File: config.mk
export PLATFORM = sky130hd
export DESIGN_NAME = cdb_grant_controller
export DESIGN_NICKNAME = d
export VERILOG_FILES = /design/src/rtl/cdb_grant_controller.sv
export SDC_FILE = /design/constraint.sdc
export NUM_CORES = 1
export LEC_CHECK = 0
export ABC_AREA = 1
export ABC_CLOCK_PERIOD_IN_PS = 2300
export BUFFER_PORTS_ARGS = -buffer_cell sky130_fd_sc_hd__buf_2
export CAP_MARGIN = 20
export CORE_UTILIZATION = 48
export CTS_CLUSTER_SIZE = 20
export DETAILED_ROUTE_END_ITERATION = 10
export PLACE_DENSITY_LB_ADDON = 0.08
export SETUP_SLACK_MARGIN = 0.05
export SLEW_MARGIN = 5
export SYNTH_ARGS = -nofsm -noshare
export SYNTH_HDL_FRONTEND = slang
export SYNTH_SLANG_ARGS = --single-unit
File: constraint.sdc
create_clock -name clock -period 2.3 [get_ports clock]
set_clock_uncertainty 0.15 [all_clocks]
set_input_delay 0.46 -clock clock [delete_from_list [all_inputs] [get_ports clock]]
set_output_delay 0.46 -clock clock [all_outputs]
set_load 0.05 [all_outputs]
File: src/rtl/cdb_grant_controller.sv
// Round-robin grant controller for the two common data buses.
// Registered select addresses; a requester granted now sits out the next arbitration.
module cdb_grant_controller #(
    parameter int         N_REQ     = 4,
    parameter logic [7:0] IDLE_ADDR = 8'hFF
) (
    input  logic             clock,
    input  logic             reset,
    input  logic [N_REQ-1:0] request,
    input  logic [1:0]       bus_ready,
    output logic [7:0]       select0,
    output logic [7:0]       select1,
    output logic [1:0]       grant_valid,
    output logic [N_REQ-1:0] grant_vec
);

    localparam int PW = (N_REQ > 1) ? $clog2(N_REQ) : 1;

    logic [PW-1:0]    rr_ptr;
    logic [PW-1:0]    rr_next;
    logic [N_REQ-1:0] eligible;
    logic [PW-1:0]    first;
    logic [PW-1:0]    second;
    logic             found1;
    logic             found2;
    logic [PW-1:0]    idx;
    logic             g0;
    logic             g1;
    logic [PW-1:0]    g0_idx;
    logic [PW-1:0]    g1_idx;
    logic [PW-1:0]    last;
    logic [7:0]       sel0_next;
    logic [7:0]       sel1_next;
    logic [N_REQ-1:0] gvec_next;

    // Explicit compare keeps the wrap correct for non-power-of-two N_REQ.
    function automatic logic [PW-1:0] wrap_inc(input logic [PW-1:0] v);
        if (32'(v) == N_REQ - 1)
            return '0;
        else
            return v + 1'b1;
    endfunction

    always_comb begin
        eligible = request & ~grant_vec;
        found1   = 1'b0;
        found2   = 1'b0;
        first    = '0;
        second   = '0;
        idx      = rr_ptr;
        for (int k = 0; k < N_REQ; k++) begin
            if (eligible[idx]) begin
                if (!found1) begin
                    first  = idx;
                    found1 = 1'b1;
                end else if (!found2) begin
                    second = idx;
                    found2 = 1'b1;
                end
            end
            idx = wrap_inc(idx);
        end
    end

    // A lone ready bus always takes the first eligible requester.
    always_comb begin
        g0     = 1'b0;
        g1     = 1'b0;
        g0_idx = first;
        g1_idx = first;
        last   = first;
        unique case (bus_ready)
            2'b11: begin
                g0     = found1;
                g1     = found2;
                g1_idx = second;
                if (found2)
                    last = second;
            end
            2'b01:   g0 = found1;
            2'b10:   g1 = found1;
            default: ;
        endcase
    end

    always_comb begin
        rr_next   = (g0 || g1) ? wrap_inc(last) : rr_ptr;
        sel0_next = g0 ? 8'(g0_idx) : IDLE_ADDR;
        sel1_next = g1 ? 8'(g1_idx) : IDLE_ADDR;
        gvec_next = '0;
        if (g0)
            gvec_next[g0_idx] = 1'b1;
        if (g1)
            gvec_next[g1_idx] = 1'b1;
    end

    always_ff @(posedge clock or negedge reset) begin
        if (!reset) begin
            rr_ptr      <= '0;
            select0     <= IDLE_ADDR;
            select1     <= IDLE_ADDR;
            grant_valid <= 2'b00;
            grant_vec   <= '0;
        end else begin
            rr_ptr      <= rr_next;
            select0     <= sel0_next;
            select1     <= sel1_next;
            grant_valid <= {g1, g0};
            grant_vec   <= gvec_next;
        end
    end

endmodule

==> results_dict.tcl, run 1 <==
set metrics [dict create \
    cap_violations 0 \
    netlist_area_um2 1310 \
    synthArstFlopShare_pct 100.0 \
    start_kind "flip-flop" \
    cts_buffers 3 \
    path_clk_slew_ns 0.08 \
    slowest_delay_ns 0.42 \
    path_cells "ha_4, nor2_4, nand2_2, nand2_4, nand2_4, nand2_4, buf_6, nand3_1, nand2_2, nand2_4, nand2_4, nand2_4, nor2_4, inv_2, nand3_2, nand2_1" \
    routed_wl_um 2993 \
    required_ns 2.33 \
    n_antenna_cell 0 \
    io_buffers 29 \
    syn2layout_area_growth_pct 29.70 \
    worstSkewPairLatency_ns 0.28 \
    synthTopCellsByCount "nand2_1, nand3_1, nand2_4" \
    grt_antenna_before_repair 0 \
    fin_nets 227 \
    hold_path_class "input port to flip-flop" \
    crit_buf_inv 2 \
    nFillCells 215 \
    synth_edf_count 0 \
    rows 18 \
    critPathKind "flip-flop to flip-flop" \
    via_per_inst 4.951 \
    numClockSinks 14 \
    post-dp-hpwl_um 2245 \
    hold_viol 0 \
    dieHeight_um 54.24 \
    gp_congestion 0.9363 \
    grt_pass1_vias 970 \
    drtIter0Drc 18 \
    synth-compound-area-share_pct 4.680 \
    core_um2 2522 \
    htree_levels 1 \
    syn-instance-count 179 \
    synth_xor_area_share_pct 0 \
    num_vias 1223 \
    tritoncts "done" \
    status "finished, final reports clean" \
    cts-root-buf "clkbuf_4" \
    drv_slew 0 \
    synthAdderAreaFrac_pct 0.9551 \
    min_from "bus_ready[0]" \
    syn_avg_cell_area_um2 7.318 \
    start_util_pct 51.93 \
    yosysMostFrequentCell "nand2_1" \
    rrSetupSlack_ns 0.07 \
    yosysTopAreaCell "nand2_1" \
    reg2reg_depth 16 \
    grt_max_degree 15 \
    post_drt_wl_per_cell_um 12.12 \
    crit_top_cell "nand2_4" \
    holdPathEnd "select0[6]" \
    synth_top_area_share_pct 16.91 \
    worstMarginPinSlew_ns 0.3327 \
    synth_nets 188 \
    timing.fmax_mhz 447.7 \
    ys.flop_type "dfrtp_1" \
    dr.pass1.iters 4 \
    synth_top_family_by_area "simple AND/OR/NAND/NOR gates" \
    synthSimpleGateAreaFrac_pct 55.59 \
    grt.overflow.total 0 \
    fp.dieW_um 54.24 \
    drive_gt1_share_pct 53.00 \
    multi_input_area_um2 924.6 \
    drc 0 \
    grt_usage_pct 20.47 \
    period_share_pct 97.11 \
    yosys-top-cells-area "nand2_1, dfrtp_1, dfstp_2" \
    rsz0062_at_grt "true" \
    worstPathMaxFanout 7 \
    fin_crit_ns 2.233 \
    fp.dieArea_um2 2942 \
    final_util_pct 67.36 \
    critPathCaptureType "flip-flop" \
    seq_area_frac_synth_pct 27.32 \
    grt_pass1_wl_um 4340 \
    yosysUniqueCellTypes 23 \
    slowest_stage "dfrtp_1" \
    setup_viol 0 \
    ys_ff_latch 14 \
    path_delay_family "simple AND/OR/NAND/NOR gates" \
    cts_buffer_depth 2 \
    r2r-start "rr_ptr[1]" \
    ios 30 \
    whs_path_depth 2 \
    rr_endpoint "rr_ptr[1]" \
    relSlewSlack_pct 77.59 \
    yosysWarnings 0 \
    synthMuxAreaShare_pct 0 \
    arrival_ns 2.26 \
    ff_latch_area_um2 359.1 \
    drtAntennaViolNets 0 \
]
-- worst reg2reg max path, stage by stage (launching register included) --
cell     delay (ns)
dfrtp_1        0.42
ha_4           0.18
nor2_4         0.18
nand2_2        0.11
nand2_4        0.09
nand2_4        0.05
nand2_4        0.10
buf_6          0.10
nand3_1        0.08
nand2_2        0.14
nand2_4        0.07
nand2_4        0.09
nand2_4        0.08
nor2_4         0.15
inv_2          0.05
nand3_2        0.05
nand2_1        0.05
-- state kept, by name, indices dropped and copies added (netlist names) --
name,flops
select1,3
select0,3
grant_valid,2
grant_vec,4
rr_ptr,2
-- stage by stage --
stage          instance area [um^2]  worst slack [ns]  hold WS [ns]  setup TNS, ns  instances
5_1_grt                        1699          -0.07617        0.2151        -0.2172        247
6_report                       1699           0.06658        0.2313              0        247
3_3_place_gp                   1458           0.01487        0.2041              0        233
4_1_cts                        1516           0.06068        0.2290              0        238
2_1_floorplan                  1316           0.05044       0.01441              0        179
3_5_place_dp                   1458          0.007639        0.2145              0        233
-- final cells by class --
cell class,count,area share [%]
clock buffers,4,2.135
well taps,30,2.209
flip-flops and latches,14,21.13
multi-input cells,137,54.42
repair buffers,45,16.20
inverters,17,3.903
-- timing repair --
item                                    4_1_cts  5_1_grt
endpoints found under the hold margin         8        0
endpoints found under the setup margin        5        7
setup buffers                                 0        9
hold buffers                                  1        0
pin swaps                                     0       27
resized for setup                             2       27
-- how the worst max path moves through the flow --
stage	startpoint	to	slack [ns]	cells after the start
2_1_floorplan	rr_ptr[0]	rr_ptr[1]	0.05	16
3_3_place_gp	rr_ptr[0]	grant_vec[0]	0.01	12
3_5_place_dp	rr_ptr[0]	rr_ptr[1]	0.008	15
4_1_cts	rr_ptr[0]	rr_ptr[1]	0.06	15
5_1_grt	rr_ptr[1]	rr_ptr[1]	-0.08	15
6_report	rr_ptr[1]	rr_ptr[1]	0.07	16
-- placed cells by master, fill, tap and decap left out, drive strengths merged --
cell type,count
nand2,83
inv,17
dfrtp,8
dfstp,6
clkbuf,4
a21oi,1
ha,1
o211ai,1
dlygate4sd3,1
nor2,14
nand3,28
nand4,1
buf,44
o21ai,8
-- per-layer routing --
metal / up-vias / wire, um / GRT usage [%]
li1: 636 / - / -
met1: 550 / 1466 / 30.55
met2: 37 / 1391 / 30.89
met3: 0 / 135 / 5.000
met4: 0 / 0 / 1.282
met5: - / 0 / 0
-- cell families after synthesis --
group / Yosys count
AOI/OAI and AO/OA: 10
DFF: 14
and+or+nand+nor: 126
buffers and inverters: 28
adders and majority gates: 1
Power of run 1 is left out: the tool's default activity adds up to more than one toggle a clock period on the data nets, which glitch-free logic cannot reach.
==> inputs of run 2 (changes only) <==
--- a/config.mk
+++ b/config.mk
@@ -6,7 +6,7 @@
 export NUM_CORES = 1
 export LEC_CHECK = 0
 export ABC_AREA = 1
-export ABC_CLOCK_PERIOD_IN_PS = 2300
+export ABC_CLOCK_PERIOD_IN_PS = 1800
 export BUFFER_PORTS_ARGS = -buffer_cell sky130_fd_sc_hd__buf_2
 export CAP_MARGIN = 20
 export CORE_UTILIZATION = 48
@@ -14,6 +14,7 @@
 export DETAILED_ROUTE_END_ITERATION = 10
 export PLACE_DENSITY_LB_ADDON = 0.08
 export SETUP_SLACK_MARGIN = 0.05
+export SKIP_LAST_GASP = 1
 export SLEW_MARGIN = 5
 export SYNTH_ARGS = -nofsm -noshare
 export SYNTH_HDL_FRONTEND = slang
==> constraint.sdc (replaced) <==
create_clock -name clock -period 1.8 [get_ports clock]
set_clock_uncertainty 0.15 [all_clocks]
set_input_delay 0.36 -clock clock [delete_from_list [all_inputs] [get_ports clock]]
set_output_delay 0.36 -clock clock [all_outputs]
set_load 0.05 [all_outputs]
==> run 2 against run 1 <==
  * The run now ends with negative setup slack left
  * Critical path depth fell by 3
  * Die area stayed put
  * Worst hold slack better by 0.11 ns
  * Via count up 5.9%
  * Final cell count increased by 6.9%
  * First-iteration DRC count rose by 110%
  * Sequential cell count stayed put
  * Wire length increased by 3.2%
  * Critical path type unchanged
==> results_dict.tcl, run 2 (synthesized netlist as in run 1, its figures left out) <==
set metrics [dict create \
    start_kind "flip-flop" \
    dpl_worst_slack_ns -0.4317 \
    core_um2 2522 \
    setup_ws_ns -0.4745 \
    violations "negative setup slack" \
    path_clk_slew_ns 0.08 \
    startpoint "rr_ptr[0]" \
    numClockSinks 14 \
    n_antenna_cell 0 \
    grt.overflow.total 0 \
    timing.fmax_mhz 439.7 \
    cap_violations 0 \
    start_util_pct 51.93 \
    drtIter0Drc 38 \
    hold_path_class "input port to asynchronous set/reset pin" \
    drive_gt1_share_pct 58.12 \
    final_util_pct 72.27 \
    nFillCells 199 \
    period_share_pct 126.4 \
    grt_antenna_before_repair 0 \
    reg_top3 "grant_vec x4, select0 x3, select1 x3" \
    critPathKind "flip-flop to flip-flop" \
    fp.dieW_um 54.24 \
    r2r-start "rr_ptr[0]" \
    fin_nets 244 \
    critPathCaptureType "flip-flop" \
    rsz0062_at_grt "true" \
    syn2layout_area_growth_pct 39.16 \
    required_ns 1.81 \
    rows 18 \
    worstMarginPinSlew_ns 0.4082 \
    fp.dieArea_um2 2942 \
    gp_congestion 0.9385 \
    cts_buffer_depth 2 \
    worstPathMaxFanout 7 \
    cts_buffers 3 \
    grt_pass1_vias 1103 \
    layout_commonest_cell "nand2_1" \
    post-dp-hpwl_um 2358 \
    layout_common_cells "nand2_1, buf_4, buf_2" \
    regMostFlops "grant_vec" \
    drv_slew 0 \
    grt_usage_pct 22.51 \
    io_buffers 29 \
    routed_wl_um 3090 \
    fin_crit_ns 2.274 \
    status "finished, violations left" \
    post_drt_wl_per_cell_um 11.70 \
    relSlewSlack_pct 72.76 \
    via_per_inst 4.905 \
    place_area_um2 1655 \
    htree_levels 1 \
    ios 30 \
    dr.pass1.iters 4 \
    largest_register_ffs 4 \
    setup_viol 14 \
    cts-root-buf "clkbuf_4" \
    grt_max_degree 15 \
    num_vias 1295 \
    hold_viol 0 \
    tritoncts "done" \
    reg2reg_depth 13 \
    grt_pass1_wl_um 4726 \
    dieHeight_um 54.24 \
    arrival_ns 2.28 \
    worstSkewPairLatency_ns 0.28 \
    design_area_um2 1823 \
    fin_setup_tns_ns -5.419 \
    drc 0 \
    drtAntennaViolNets 0 \
]
==> run 2: changes by cell type in the layout (fill, tap and decap cells not counted), moves of 2 or more <==
| cell | previous run | this run |
|---|---|---|
| nor2_1 | 4 | 6 |
| nand2_2 | 11 | 18 |
| dfrtp_2 | 1 | 3 |
| nor2_2 | 5 | 2 |
| nand3_2 | 6 | 9 |
| dfrtp_1 | 7 | 5 |
| nand3_1 | 19 | 16 |
| buf_4 | 13 | 30 |
| nand2_4 | 19 | 13 |
==> run 2: routing by layer <==
metal	routed length, um	GRT usage (%)
met5	0	0
met4	10	5.983
met3	123	5.278
met2	1471	35.37
met1	1483	30.77
==> run 2: metrics by stage <==
step	instances	hold slack, ns
floorplan	179	-0.08559
global placement	253	0.1049
detailed placement	253	0.1134
CTS	261	0.3190
global route	264	0.3414
finish	264	0.3384
==> run 2: final timing paths <==
| path | slack, ns | to |
|---|---|---|
| max | -0.47 | grant_vec[0] |
| max reg2reg | -0.47 | grant_vec[0] |
| max in group asynchronous | 0.87 | select0[6] |
| min | 0.34 | grant_vec[3] |
| min reg2reg | 0.51 | rr_ptr[1] |
| min in group clock | 0.34 | grant_vec[1] |
==> run 2: critical path: stages (launching register included) <==
cell	delay, ns
dfrtp_2	0.44
ha_4	0.17
nor2_4	0.23
nand2_2	0.12
nand2_4	0.09
nand2_2	0.06
nand2_4	0.10
nand2_4	0.07
nor2_8	0.14
nand2_4	0.10
nand3_4	0.08
nand2_4	0.08
o211ai_4	0.21
o21ai_1	0.11
==> run 2: timing repair <==
action,in CTS,in global routing
setup endpoints to repair,14,14
setup buffers,3,3
gates cloned,0,0
hold buffers,1,0
pin swaps,12,12
resized for setup,11,8
hold endpoints to repair,8,0
==> run 2: cell type report <==
| type | count | area, um^2 | area share, % |
|---|---|---|---|
| inverters | 17 | 71.32 | 3.912 |
| clock buffers | 4 | 36.28 | 1.990 |
| multi-input cells | 137 | 913.4 | 50.10 |
| flip-flops and latches | 14 | 361.6 | 19.84 |
| well taps | 30 | 37.54 | 2.059 |
| repair buffers | 62 | 402.9 | 22.10 |
Power of run 2 is left out for the same reason.
==> inputs of run 3 (changes only) <==
--- a/config.mk
+++ b/config.mk
@@ -5,11 +5,10 @@
 export SDC_FILE = /design/constraint.sdc
 export NUM_CORES = 1
 export LEC_CHECK = 0
-export ABC_AREA = 1
 export ABC_CLOCK_PERIOD_IN_PS = 1800
 export BUFFER_PORTS_ARGS = -buffer_cell sky130_fd_sc_hd__buf_2
 export CAP_MARGIN = 20
-export CORE_UTILIZATION = 48
+export CORE_UTILIZATION = 47
 export CTS_CLUSTER_SIZE = 20
 export DETAILED_ROUTE_END_ITERATION = 10
 export PLACE_DENSITY_LB_ADDON = 0.08
==> run 3 against run 2 <==
  * The flow still finishes with violations (negative setup slack)
  * Critical path depth decreased by 3
  * Non-clock buffer count grew 25
  * Sequential cell count did not move
==> results_dict.tcl, run 3 <==
set metrics [dict create \
    drv_slew 0 \
    final_util_pct 83.52 \
    yosysUniqueCellTypes 42 \
    gp_congestion 0.8914 \
    yosys-top-cells-area "dfrtp_1, dfstp_2, mux4_2" \
    r2r-start "rr_ptr[1]" \
    dr.pass1.iters 5 \
    ys.flop_type "dfrtp_1" \
    cts-root-buf "clkbuf_4" \
    worstSkewPairLatency_ns 0.28 \
    largest_register_ffs 4 \
    drtIter0Drc 91 \
    io_buffers 29 \
    rows 17 \
    grt_pass1_wl_um 6817 \
    seq_area_frac_synth_pct 31.26 \
    setup_viol 14 \
    fin_crit_ns 2.863 \
    worstMarginPinSlew_ns 0.5131 \
    status "finished, violations left" \
    fp.dieW_um 51.36 \
    regMostFlops "grant_vec" \
    synth_edf_count 0 \
    num_vias 1431 \
    tritoncts "done" \
    ys_ff_latch 14 \
    grt_max_degree 15 \
    timing.fmax_mhz 349.2 \
    synthTopCellsByCount "nand2_1, o21ai_0, buf_4" \
    cap_violations 0 \
    n_antenna_cell 0 \
    hold_path_class "input port to asynchronous set/reset pin" \
    required_ns 1.80 \
    numClockSinks 14 \
    critPathCaptureType "flip-flop" \
    layout_common_cells "buf_4, buf_2, buf_6" \
    nFillCells 130 \
    path_clk_slew_ns 0.09 \
    grt_pass1_vias 1391 \
    syn2layout_area_growth_pct 64.48 \
    critPathKind "flip-flop to flip-flop" \
    cts_buffer_depth 2 \
    dieHeight_um 51.36 \
    startpoint "rr_ptr[1]" \
    post_drt_wl_per_cell_um 18.94 \
    hold_viol 0 \
    violations "negative setup slack" \
    period_share_pct 159.1 \
    layout_commonest_cell "buf_4" \
    synth_top_area_share_pct 17.49 \
    worstPathMaxFanout 4 \
    relSlewSlack_pct 65.72 \
    post-dp-hpwl_um 2709 \
    cts_buffers 3 \
    routed_wl_um 4412 \
    grt_usage_pct 36.23 \
    drive_gt1_share_pct 64.39 \
    rrSetupSlack_ns -1.06 \
    netlist_area_um2 1145 \
    htree_levels 1 \
    syn_avg_cell_area_um2 8.875 \
    start_kind "flip-flop" \
    setup_ws_ns -1.063 \
    yosysWarnings 0 \
    fin_nets 215 \
    arrival_ns 2.87 \
    core_um2 2255 \
    drtAntennaViolNets 0 \
    yosysTopAreaCell "dfrtp_1" \
    synth_nets 138 \
    reg2reg_depth 10 \
    fin_hold_ws_ns 0.3384 \
    start_util_pct 50.78 \
    via_per_inst 6.142 \
    grt.overflow.total 0 \
    fp.dieArea_um2 2637 \
    rsz0062_at_grt "true" \
    fin_setup_tns_ns -10.47 \
    synthArstFlopShare_pct 100.0 \
    reg_top3 "grant_vec x4, select0 x3, select1 x3" \
    syn-instance-count 129 \
    drc 0 \
    grt_antenna_before_repair 0 \
    crit_end "rr_ptr[1]" \
    ios 30 \
    rr_endpoint "rr_ptr[1]" \
]
[run 3: cell count changes after synthesis, sizes merged, moves of 4 or more]
cell,previous run,this run
nor2b,0,4
a21oi,1,8
nor2,14,5
nand2,83,11
mux4,0,4
nand3,28,5
inv,17,6
nand2b,0,5
nor3,0,4
o21ai,8,12
[run 3: metal layers]
layer	vias up	part of all wire (%)	track usage, %
met1	665	38	44.07
met3	22	11	11.90
met4	0	3.2	11.26
li1	639	-	-
met2	105	48	60.53
met5	-	0	0
[run 3: repair_timing]
item / CTS / global route
hold buffers: 1 / 0
setup endpoints to repair: 14 / 14
gates resized for setup: 36 / 8
setup buffers: 13 / 6
pin swaps: 9 / 4
endpoints found under the hold margin: 8 / 0
[run 3: kinds of logic (layout without fill, tap and decap cells)]
group                      Yosys count  in the layout  synth area share (%)
and+or+nand+nor                     43             43                 19.56
buffers and inverters               21             97                 11.47
adders and majority gates            1              1                 1.093
AOI/OAI and AO/OA                   45             45                 27.87
muxes                                5              5                 8.744
DFF                                 14             14                 31.26
[run 3: worst min path at each step]
stage,from,slack (ns),end
global route,reset,0.36,rr_ptr[0]
CTS,reset,0.35,rr_ptr[0]
global placement,reset,0.11,rr_ptr[0]
finish,reset,0.34,rr_ptr[1]
detailed placement,reset,0.12,rr_ptr[0]
floorplan,reset,-0.09,grant_valid[0]
[run 3: final cells by class]
cell class	count	area [um^2]	area share (%)
Multi-Input combinational cell	94	797.0	42.33
Tap cell	28	35.03	1.860
Timing Repair Buffer	87	624.3	33.16
Inverter	6	25.02	1.329
Sequential cell	14	365.4	19.40
Clock buffer	4	36.28	1.927
[run 3: critical path, cell delays in order (launching register included)]
cell	delay (ns)
dfrtp_2	0.43
ha_4	0.26
inv_4	0.06
mux4_2	0.56
buf_6	0.16
o221ai_4	0.20
nand3_2	0.12
o211ai_1	0.34
buf_4	0.19
a2bb2oi_2	0.15
nand3_1	0.11
[run 3: metrics by stage]
step	area, um^2	std cells	worst slack [ns]
2_1_floorplan	1177	129	-0.8064
3_3_place_gp	1564	213	-0.9960
3_5_place_dp	1564	213	-1.011
5_1_grt	1883	233	-1.107
4_1_cts	1831	230	-0.8369
6_report	1883	233	-1.063
Power of run 3 is left out for the same reason.
